## config.mk

```make
export PLATFORM = sky130hd
export DESIGN_NAME = alu_operand_loader
export DESIGN_NICKNAME = d
export VERILOG_FILES = /design/src/rtl/alu_loader_pkg.sv /design/src/rtl/rise_edge_detector.sv /design/src/rtl/alu_operand_loader.sv
export SDC_FILE = /design/constraint.sdc
export NUM_CORES = 1
export LEC_CHECK = 0
export CELL_PAD_IN_SITES_DETAIL_PLACEMENT = 1
export CELL_PAD_IN_SITES_GLOBAL_PLACEMENT = 2
export CORE_ASPECT_RATIO = 1.5
export CORE_MARGIN = 2
export CORE_UTILIZATION = 36
export CTS_BUF_LIST = sky130_fd_sc_hd__clkbuf_8 sky130_fd_sc_hd__clkbuf_16
export CTS_CLUSTER_DIAMETER = 120
export DETAILED_ROUTE_END_ITERATION = 10
export DONT_BUFFER_PORTS = 1
export PLACE_DENSITY_LB_ADDON = 0.1
export SYNTH_ARGS = -nofsm -noshare
export SYNTH_HDL_FRONTEND = slang
export SYNTH_SLANG_ARGS = --single-unit
```

## constraint.sdc

```tcl
create_clock -name clk -period 3.6 [get_ports clk]
set_input_delay 0.18 -clock clk [delete_from_list [all_inputs] [get_ports clk]]
set_output_delay 0.18 -clock clk [all_outputs]
set_load 0.005 [all_outputs]
```

## src/rtl/alu_loader_pkg.sv

```systemverilog
// alu_loader_pkg: loader state encoding, ALU opcodes and the stage LED helper
package alu_loader_pkg;
  typedef enum logic [1:0] {WAIT_A = 2'd0, WAIT_B = 2'd1, WAIT_OP = 2'd2, SHOW = 2'd3} state_t;
  localparam logic [1:0] OP_ADD = 2'b00;
  localparam logic [1:0] OP_SUB = 2'b01;
  localparam logic [1:0] OP_OR  = 2'b10;
  localparam logic [1:0] OP_AND = 2'b11;
  function automatic logic [3:0] stage_led(state_t s);
    return 4'b0001 << s;
  endfunction
endpackage

```

## src/rtl/rise_edge_detector.sv

```systemverilog
// rise_edge_detector: registered one-cycle pulse on each rising edge of in
module rise_edge_detector (
  input  logic clk,
  input  logic reset,
  input  logic in,
  output logic pulse
);
  logic r_prev;
  // track the previous level and pulse for one cycle when a rise is seen
  always_ff @(posedge clk)
    if (reset) begin
      r_prev <= 1'b0;
      pulse  <= 1'b0;
    end else begin
      r_prev <= in;
      pulse  <= in & ~r_prev;
    end
endmodule

```

## src/rtl/alu_operand_loader.sv

```systemverilog
// alu_operand_loader: captures A, B, OpCode from switches on Enter; LOADER_EDGE_DETECT_EN turns Enter into a rise-edge event
module alu_operand_loader
  import alu_loader_pkg::*;
#(
  parameter int M = 8
) (
  input  logic         clk,
  input  logic         reset,
  input  logic [M-1:0] DataIn,
  input  logic         Enter,
  input  logic         Cancel,
  output logic [M-1:0] A,
  output logic [M-1:0] B,
  output logic [1:0]   OpCode,
  output logic         OpValid,
  output logic [3:0]   StageLeds
);
  state_t r_state, w_next;
  logic   w_enter_ev, w_cap_a, w_cap_b, w_cap_op;
`ifdef LOADER_EDGE_DETECT_EN
  rise_edge_detector u_edge (.clk(clk), .reset(reset), .in(Enter), .pulse(w_enter_ev));
`else
  assign w_enter_ev = Enter;
`endif
  // next state and capture strobes; Cancel overrides any advance
  always_comb begin
    w_next   = r_state;
    w_cap_a  = 1'b0;
    w_cap_b  = 1'b0;
    w_cap_op = 1'b0;
    if (Cancel)
      w_next = WAIT_A;
    else if (w_enter_ev)
      case (r_state)
        WAIT_A:  begin w_next = WAIT_B;  w_cap_a  = 1'b1; end
        WAIT_B:  begin w_next = WAIT_OP; w_cap_b  = 1'b1; end
        WAIT_OP: begin w_next = SHOW;    w_cap_op = 1'b1; end
        default: w_next = WAIT_A;
      endcase
  end
  // state, operand registers and LEDs; operands persist across new sequences
  always_ff @(posedge clk)
    if (reset) begin
      r_state   <= WAIT_A;
      A         <= '0;
      B         <= '0;
      OpCode    <= OP_ADD;
      OpValid   <= 1'b0;
      StageLeds <= stage_led(WAIT_A);
    end else begin
      r_state   <= w_next;
      StageLeds <= stage_led(w_next);
      OpValid   <= w_cap_op;
      if (w_cap_a) A <= DataIn;
      if (w_cap_b) B <= DataIn;
      if (w_cap_op) OpCode <= DataIn[1:0];
    end
endmodule

```

== Word level (Yosys, flattened, before mapping) ==
Cells that the tools add are included.

* Shift-type cells: 1
* Eq/ne operators: 2
* Mux-type cells: 12
* Reduce and logical (&&, ||, !) cells: 1

{| class="wikitable"
|+ Operators with widths
! kind !! number
|-
| two-way mux 1 bit || 9
|-
| case mux 2 bit (3 select lines) || 1
|-
| two-way mux 2 bit || 2
|-
| left shift 1 x 2 -> 4 bit (first input constant) || 1
|-
| equality test 2 x 1 -> 1 bit (second input constant) || 1
|-
| equality test 2 bit (second input constant) || 1
|-
| zero test 2 bit || 1
|}

* Output and inout port bits: 23
* Logic and storage cells: 22
* Bits of input ports: 12
* Flip-flop bits (word level): 25

== Depth between registers and ports, before layout ==
Gate-level depths: netlist (run 1).

* Depth after elaboration: 5
* Mapped depth: 6

== Least setup slack after synthesis (run 1) ==
No wires, ideal clock.

* Path type: register to register
* Start point: register r_state[0]
* End point: register StageLeds[2]
* Arrival: 1.101 ns
* Stages on the path, launching flop included: 6
* Period minus slack after synthesis: 1.221 ns
* Path buffers: 0
* Data required time: 3.480 ns
* Path slack: 2.379 ns
* Cells stage by stage: dfxtp_1 inv_1 ha_1 mux2i_1 nor3_2 o31a_1

* Word-level cells in the longest chain between the ends: 5
* Elaborated cells on any way between the ends: 7
* Classes of those cells: eq/ne: 2; shift: 1; mux: 3; reduce/logical: 1

{| class="wikitable"
|+ RTL lines
! item !! RTL line !! text
|-
| from (decl) || alu_operand_loader.sv:18 || <nowiki>state_t r_state, w_next;</nowiki>
|-
| from (signal assigned) || alu_operand_loader.sv:51 || <nowiki>r_state <= w_next;</nowiki>
|-
| equality test 2 bit, or another cell as far along || alu_operand_loader.sv:34 || <nowiki>case (r_state)</nowiki>
|-
| case mux 2 bit (3 select lines) || alu_operand_loader.sv:34 ||
|-
| two-way mux 2 bit * || alu_operand_loader.sv:33 || <nowiki>else if (w_enter_ev)</nowiki>
|-
| two-way mux 2 bit * || alu_operand_loader.sv:31 || <nowiki>if (Cancel)</nowiki>
|-
| left shift 1 x 2 -> 4 bit * || alu_loader_pkg.sv:9 || <nowiki>return 4'b0001 << s;</nowiki>
|-
| to (signal assigned) || alu_operand_loader.sv:49 || <nowiki>StageLeds <= stage_led(WAIT_A);</nowiki>
|-
| to (signal assigned) || alu_operand_loader.sv:52 || <nowiki>StageLeds <= stage_led(w_next);</nowiki>
|-
| to (decl) || alu_operand_loader.sv:16 || <nowiki>output logic [3:0] StageLeds</nowiki>
|}

Mark *: on every way between the ends. The rest lies on a longest branch, timed or not.
A chain may end at the register's enable or synchronous reset.

==> results of run 1 <==
## how the worst max path moves through the flow
| stage | endpoint | cells after the start | slack, ns |
|---|---|---|---|
| after floorplan | StageLeds[2] | 5 | 2.38 |
| after global placement | StageLeds[2] | 5 | 2.24 |
| after detailed placement | StageLeds[2] | 5 | 2.19 |
| after CTS | StageLeds[3] | 3 | 2.11 |
| after global routing | StageLeds[3] | 3 | 2.02 |
| final | StageLeds[3] | 3 | 2.13 |
## area by class of cell
class | count | area [um2]
fill | 297 | 1470
tap | 24 | 30.0
clock inverter | 1 | 3.75
multi-input combinational | 70 | 405
inverter | 2 | 7.51
clock buffer | 3 | 41.3
timing repair buffer | 2 | 20.0
sequential | 25 | 500
## kinds of logic after synthesis
logic type | synth area share, %
muxes | 3.16
adders and majority gates | 3.95
buffers and inverters | 4.61
AOI/OAI and AO/OA | 10.1
DFF | 52.7
and+or+nand+nor | 25.4
## synth_stat cells
library cell,instances
inv_1,2
buf_6,1
nor3b_4,1
o31a_1,1
nor4_4,1
nor2_1,5
o21a_1,1
nand2_1,32
nand3b_1,3
and3b_1,2
dfxtp_1,25
mux2i_1,3
buf_2,5
a21oi_1,16
nor3_2,1
nor3b_2,1
ha_1,3
## through the flow
stage	power, mW	worst slack (ns)	utilization, %
3_3_place_gp	0.318	2.24	38.1
4_1_cts	0.486	2.11	40.7
3_5_place_dp	0.319	2.19	38.1
6_report	0.479	2.13	40.7
5_1_grt	0.502	2.02	40.7
2_1_floorplan	0.320	2.38	-
## state kept, by name (all words and copies together), names as in the netlist
name	count
OpCode	2
StageLeds	4
B	8
A	8
OpValid	1
r_state	2
## per-layer routing
layer  vias up  wire [um]
li1        334          -
met1       312        805
met2        20       1130
met3         4        128
met4         0         33
met5         -          0
## power by group through the flow
stage | combinational (mW) | clock [mW] | sequential [mW]
after floorplan | 0.0257 | 0 | 0.295
after global placement | 0.0218 | 0 | 0.296
after detailed placement | 0.0231 | 0 | 0.296
final | 0.0288 | 0.161 | 0.290
after global routing | 0.0330 | 0.178 | 0.291
after CTS | 0.0297 | 0.166 | 0.290
## what timing repair did
action,4_1_cts,5_1_grt
endpoints found under the hold margin,22,0
resized for setup,0,0
hold buffers,2,0
buffers inserted,0,0
endpoints found under the setup margin,0,0
==> impl_metrics.ini, run 1 <==
[outcome]
status = complete, no violations

[synthesis]
yosysTopAreaCellShare_pct = 52.7
ys_top_cells_by_area = dfxtp_1 (53%), nand2_1 (13%), a21oi_1 (8.4%), ha_1 (4.0%), mux2i_1 (3.2%)
mappedNetlistArea_um2 = 950
synth.distinct_cells = 17
syn_nets = 118
synth_warnings = 0
avgSynthCellArea_um2 = 9.22
synth_top_area_cell = dfxtp_1
syn_inst = 103
yosys_register_bits = 25
yosysSeqAreaShare_pct = 52.7

[cts]
cts.sinks = 25
insertion_delay_ns = 0.26
cts_buffers = 3
cts_root_buffer = clkbuf_8
clk_transition_reported_paths_ns = 0.08
ctsHtreeMaxLevel = 1
cts_tree = yes
clockBufferDepth = 2

[min_path]
holdCritPathClass = input pin to register
hold_depth = 2
min_from = DataIn[0]
min_to = A[0]

[global_route]
use_met3_pct = 3.79
grt_pass1_wl_um = 3320
grt_pass1_vias = 698
met2_usage_pct = 26.7
antenna_found_initial = 0
grt_max_degree = 22
overflow = 0
grtUsageTotal_pct = 15.0
grt.met1_usage_pct = 16.2
top_usage_layer = met2

[placement]
place_area_um2 = 943
port_buffers = 0
gp_congestion = 0.708
post-place-cells = 121

[critical_path]
path_buf_inv = 1
worstSetupStartpointType = input pin
crit_start = reset
max_stage_delay_ns = 0.85
crit_type = input pin to register
cp_slowest_cell = dlygate4sd3_1
worstSetupEndpointType = register
worst_r2r_startpoint = r_state[0]
crit_path_cell_trace = dlygate4sd3_1, nor4_4, nor3b_2
cp_top_family = buffers and inverters
path_max_fanout = 21
required_ns = 3.80
reg2reg_slack_ns = 2.17
worstPathArrival_ns = 1.67
r2r-end = StageLeds[2]
worst_r2r_path_depth = 5

[drt]
via_count = 670
drc = 0
final_antenna_net_count = 0
wl_um = 2100
drt-initial-drc-count = 8
drtPass1Iterations = 4
wire_per_inst_um = 16.5
via_per_inst = 5.28

[layout]
stdcell_area_um2 = 1010
area_growth_pct = 6.19
drive_above_1_share_pct = 6.80
final_cell_mix = nand2_1 (32), dfxtp_1 (25), a21oi_1 (16)
insertedDiodeCount = 0
final_cell_count_no_fill = 127
final_common_cell = nand2_1
final_nets = 119

[die]
die_h_um = 66.9
design.die.area_um2 = 3070
core_area_um2 = 2480
rows = 22
start_util_pct = 38.3
die_width_um = 45.9
io_pins = 35

[sta]
max_freq_mhz = 680
hold_violations = 0
worstMarginPinSlew_ns = 0.866
min_period_ns = 1.47
fin_tns_setup_ns = 0
slew_viol_final = 0
finalSetupViolCount = 0
rsz0062_at_grt = no
max_slew_margin_pct = 42.1
finalClockSkew_ns = 0.00146
holdWs_ns = 0.0419
post-route-period-util_pct = 40.9

[flow_run]
drv_cap = 0

[pwr]
power_frac_seq_pct = 60.4
leakage_nw = 0.368
pwr-share-comb_pct = 6.0
powerDensity_nw_per_um2 = 475
ir_drop_uv = 254
p_int_uw = 371
switching_share_pct = 22.5
power_frac_clock_pct = 33.6
p_switching_uw = 108
Note: power is estimated with default switching activity, not from simulation.
==> run 2, diff against run 1 <==
--- a/config.mk
+++ b/config.mk
@@ -9,7 +9,7 @@
 export CELL_PAD_IN_SITES_GLOBAL_PLACEMENT = 2
 export CORE_ASPECT_RATIO = 1.5
 export CORE_MARGIN = 2
-export CORE_UTILIZATION = 36
+export CORE_UTILIZATION = 34
 export CTS_BUF_LIST = sky130_fd_sc_hd__clkbuf_8 sky130_fd_sc_hd__clkbuf_16
 export CTS_CLUSTER_DIAMETER = 120
 export DETAILED_ROUTE_END_ITERATION = 10
==> constraint.sdc (replaced) <==
create_clock -name clk -period 1.5 [get_ports clk]
set_input_delay 0.075 -clock clk [delete_from_list [all_inputs] [get_ports clk]]
set_output_delay 0.075 -clock clk [all_outputs]
set_load 0.005 [all_outputs]
==> impl_metrics.ini, run 2 (same netlist as run 1, synthesis figures left out) <==
[critical_path]
worstPathArrival_ns = 1.52
crit_path_cell_trace = inv_1, ha_1, mux2i_1, nor3_2, o31a_1
required_ns = 1.66
cp_top_family = flip-flops
worstSetupEndpointType = register
max_stage_delay_ns = 0.36
r2r-end = StageLeds[2]
path_buf_inv = 1
path_max_fanout = 3
worstSetupStartpointType = register
crit_type = register to register
cp_slowest_cell = dfxtp_1
worst_r2r_startpoint = r_state[0]
reg2reg_slack_ns = 0.14
worst_r2r_path_depth = 5

[layout]
final_nets = 127
multi_input_area_um2 = 407
final_cell_count_no_fill = 148
final_cell_mix = nand2_1 (32), dfxtp_1 (25), a21oi_1 (16)
final_common_cell = nand2_1
insertedDiodeCount = 0
top_regs = A x8, B x8, StageLeds x4
drive_above_1_share_pct = 8.11
area_growth_pct = 16.6
fillers = 323
final_util_pct = 41.4
seq_area_um2 = 500
stdcell_area_um2 = 1110

[placement]
place_area_um2 = 960
dp_slack_ns = 0.153
port_buffers = 0
gp_congestion = 0.724
post-place-cells = 134
post-dp-hpwl_um = 1460

[drt]
via_count = 702
wl_um = 2110
via_per_inst = 4.74
final_antenna_net_count = 0
drt-initial-drc-count = 13
drtPass1Iterations = 3
drc = 0
wire_per_inst_um = 14.2

[sta]
finalClockSkew_ns = 0.00537
layout_setup_ws_ns = 0.136
max_slew_margin_pct = 42.6
holdWs_ns = 0.0720
slew_viol_final = 0
post-route-period-util_pct = 90.9
rsz0062_at_grt = no
hold_violations = 0
finalSetupViolCount = 0
max_freq_mhz = 733
min_period_ns = 1.36
worstMarginPinSlew_ns = 0.859
fin_tns_setup_ns = 0

[cts]
post_cts_buffers = 0
cts_tree = yes
clockBufferDepth = 2
cts.sinks = 25
ctsHtreeMaxLevel = 1
clk_transition_reported_paths_ns = 0.09
cts_root_buffer = clkbuf_8
insertion_delay_ns = 0.27
cts_buffers = 3

[global_route]
antenna_found_initial = 0
overflow = 0
grtUsageTotal_pct = 14.8
grt_pass1_wl_um = 3260
grt_pass1_vias = 710
grt_max_degree = 22

[die]
die_h_um = 68.7
design.die.area_um2 = 3240
rows = 23
start_util_pct = 35.5
die_width_um = 47.2
io_pins = 35
core_area_um2 = 2680

[pwr]
powerDensity_nw_per_um2 = 1060
pwr-share-comb_pct = 7.7
switching_share_pct = 22.7
power_frac_clock_pct = 33.2
power_frac_seq_pct = 59.1
p_switching_uw = 266
p_int_uw = 908
ir_drop_uv = 524
total_power_mw = 1.17
leakage_nw = 0.400

[min_path]
holdCritPathClass = input pin to register
min_from = Enter
min_to = OpValid
hold_depth = 2

[flow_run]
drv_cap = 0

[outcome]
status = complete, no violations
==> run 2: cell types whose count changed in the layout (fill, tap and decap cells not counted) <==
cell | previous run | this run
dlygate4sd3_1 | 2 | 10
clkinv_2 | 0 | 1
and3b_1 | 2 | 1
and3b_2 | 0 | 1
inv_1 | 3 | 2
==> run 2: layout make-up <==
cell class	instances	share of cell area (%)
Sequential cell	25	45.2
Timing Repair Buffer	10	9.04
Inverter	2	0.678
Clock buffer	3	3.73
Multi-Input combinational cell	70	36.7
Tap cell	37	4.18
Clock inverter	1	0.452
==> run 2: repair_timing <==
item	CTS	global route
resized for setup	0	1
endpoints found under the setup margin	0	1
hold buffers	10	0
hold endpoints to repair	25	0
==> run 2: worst max path at each step <==
stage | start | end | slack, ns | cells past startpoint
3_3_place_gp | r_state[0] | StageLeds[3] | 0.21 | 5
3_5_place_dp | r_state[0] | A[5] | 0.15 | 5
6_report | r_state[0] | StageLeds[2] | 0.14 | 5
2_1_floorplan | r_state[0] | StageLeds[2] | 0.28 | 5
4_1_cts | reset | StageLeds[3] | 0.10 | 3
5_1_grt | reset | StageLeds[3] | 0.01 | 3
==> run 2: power groups by stage <==
stage	clock [mW]	sequential [mW]	combinational, mW
2_1_floorplan	0	0.707	0.0617
3_3_place_gp	0	0.710	0.0533
3_5_place_dp	0	0.711	0.0550
4_1_cts	0.404	0.696	0.0926
5_1_grt	0.438	0.698	0.102
6_report	0.390	0.695	0.0903
==> run 2: routing by layer <==
layer | GRT usage [%] | vias up | wire (um)
met4 | 8.33 | 0 | 39
met3 | 4.69 | 4 | 129
met5 | 0 | - | 0
met2 | 23.8 | 20 | 1100
li1 | - | 352 | -
met1 | 16.6 | 326 | 833
==> run 2: worst reg2reg max path, delay by kind of cell, from the launching register on <==
kind                     cells  cell delay, ns
flip-flops                   1            0.36
AND/OR/NAND/NOR              1            0.09
buffers and inverters        1            0.08
AO/OA/AOI/OAI                1            0.14
adder cells (fa/ha/maj)      1            0.30
multiplexers                 1            0.30
==> run 3, diff against run 2 <==
--- a/config.mk
+++ b/config.mk
@@ -5,7 +5,8 @@
 export SDC_FILE = /design/constraint.sdc
 export NUM_CORES = 1
 export LEC_CHECK = 0
-export CELL_PAD_IN_SITES_DETAIL_PLACEMENT = 1
+export CAP_MARGIN = 20
+export CELL_PAD_IN_SITES_DETAIL_PLACEMENT = 2
 export CELL_PAD_IN_SITES_GLOBAL_PLACEMENT = 2
 export CORE_ASPECT_RATIO = 1.5
 export CORE_MARGIN = 2
==> impl_metrics.ini, run 3 (same netlist as run 1, synthesis figures left out) <==
[outcome]
status = complete, no violations

[min_path]
holdCritPathClass = input pin to register
min_to = StageLeds[3]
hold_depth = 2
min_from = Enter

[critical_path]
worstPathArrival_ns = 1.58
crit_path_cell_trace = dlygate4sd3_1, nor4_4, nor3b_2
r2r-end = StageLeds[3]
path_max_fanout = 21
required_ns = 1.69
path_buf_inv = 1
crit_start = reset
cp_top_family = buffers and inverters
reg2reg_slack_ns = 0.13
crit_type = input pin to register
worst_r2r_path_depth = 5
worstSetupStartpointType = input pin
worstSetupEndpointType = register
worst_r2r_startpoint = r_state[0]
max_stage_delay_ns = 0.85
cp_slowest_cell = dlygate4sd3_1

[cts]
clockBufferDepth = 2
insertion_delay_ns = 0.26
ctsHtreeMaxLevel = 1
cts_root_buffer = clkbuf_8
cts_buffers = 3
post_cts_buffers = 0
clk_transition_reported_paths_ns = 0.08
cts_tree = yes
cts.sinks = 25

[pwr]
pwr-share-comb_pct = 8.1
p_int_uw = 907
power_frac_clock_pct = 32.0
power_frac_seq_pct = 59.8
switching_share_pct = 21.9
total_power_mw = 1.16
powerDensity_nw_per_um2 = 1040
leakage_nw = 0.398
p_switching_uw = 255
ir_drop_uv = 478

[layout]
drive_above_1_share_pct = 9.01
top_regs = A x8, B x8, StageLeds x4
final_cell_mix = nand2_1 (32), dfxtp_1 (25), a21oi_1 (16)
final_nets = 127
final_util_pct = 41.6
stdcell_area_um2 = 1110
final_common_cell = nand2_1
area_growth_pct = 17.1
insertedDiodeCount = 0

[drt]
drt-initial-drc-count = 12
drtPass1Iterations = 2
wl_um = 2280
drc = 0
via_count = 734
via_per_inst = 4.96
wire_per_inst_um = 15.4
final_antenna_net_count = 0

[placement]
port_buffers = 0
gp_congestion = 0.724
place_area_um2 = 960
post-dp-hpwl_um = 1600

[sta]
post-route-period-util_pct = 92.7
hold_violations = 0
worstMarginPinSlew_ns = 0.894
min_period_ns = 1.39
rsz0062_at_grt = no
slew_viol_final = 0
max_slew_margin_pct = 40.2
finalClockSkew_ns = 0.00194
holdWs_ns = 0.0874
max_freq_mhz = 719
fin_tns_setup_ns = 0
finalSetupViolCount = 0

[global_route]
met2_usage_pct = 29.1
grt_pass1_vias = 834
top_usage_layer = met2
use_met3_pct = 3.65
antenna_found_initial = 0
grt_pass1_wl_um = 3540
overflow = 0
grt_max_degree = 22
grtUsageTotal_pct = 15.6
grt.met1_usage_pct = 15.7

[die]
die_width_um = 47.2
start_util_pct = 35.5
core_area_um2 = 2680
io_pins = 35
rows = 23
design.die.area_um2 = 3240
die_h_um = 68.7

[flow_run]
drv_cap = 0
run 3: power by group through the flow:
stage	combinational (mW)	sequential (mW)	clock, mW
3_5_place_dp	0.0561	0.711	0
3_3_place_gp	0.0533	0.710	0
5_1_grt	0.106	0.698	0.421
2_1_floorplan	0.0617	0.707	0
4_1_cts	0.0937	0.696	0.391
6_report	0.0946	0.695	0.372
run 3: per-stage QoR:
| stage | setup WS, ns | std cells |
|---|---|---|
| floorplan | 0.279 | 103 |
| global placement | 0.211 | 134 |
| detailed placement | 0.139 | 134 |
| CTS | 0.0976 | 148 |
| global route | 0.0298 | 148 |
| finish | 0.109 | 148 |
run 3: worst max path at each step:
stage | slack (ns) | cells after the start | to
after CTS | 0.1 | 5 | StageLeds[2]
final | 0.11 | 3 | StageLeds[3]
after global routing | 0.03 | 3 | StageLeds[3]
after detailed placement | 0.14 | 5 | StageLeds[2]
after floorplan | 0.28 | 5 | StageLeds[2]
after global placement | 0.21 | 5 | StageLeds[3]
run 3: repair_timing:
action,4_1_cts,5_1_grt
gates resized for setup,0,3
hold buffers,10,0
setup endpoints to repair,0,3
hold endpoints to repair,25,0
run 3: area by class of cell:
class	instances	area (um2)
Timing Repair Buffer	10	100
Inverter	2	7.51
Fill cell	304	1560
Sequential cell	25	500
Clock buffer	3	41.3
Multi-Input combinational cell	70	413
Tap cell	37	46.3
Clock inverter	1	3.75
run 3: routing by layer:
metal	share of wire (%)	wire (um)
met1	36	812
met2	59	1340
met3	4.5	103
met5	0	0
met4	0.83	19
run 3: worst reg2reg max path, stage by stage (launching register included):
cell and delay [ns]:
dfxtp_1 0.36, inv_1 0.08, ha_1 0.25, nor3b_4 0.28
nor4_4 0.09, nor3b_2 0.19
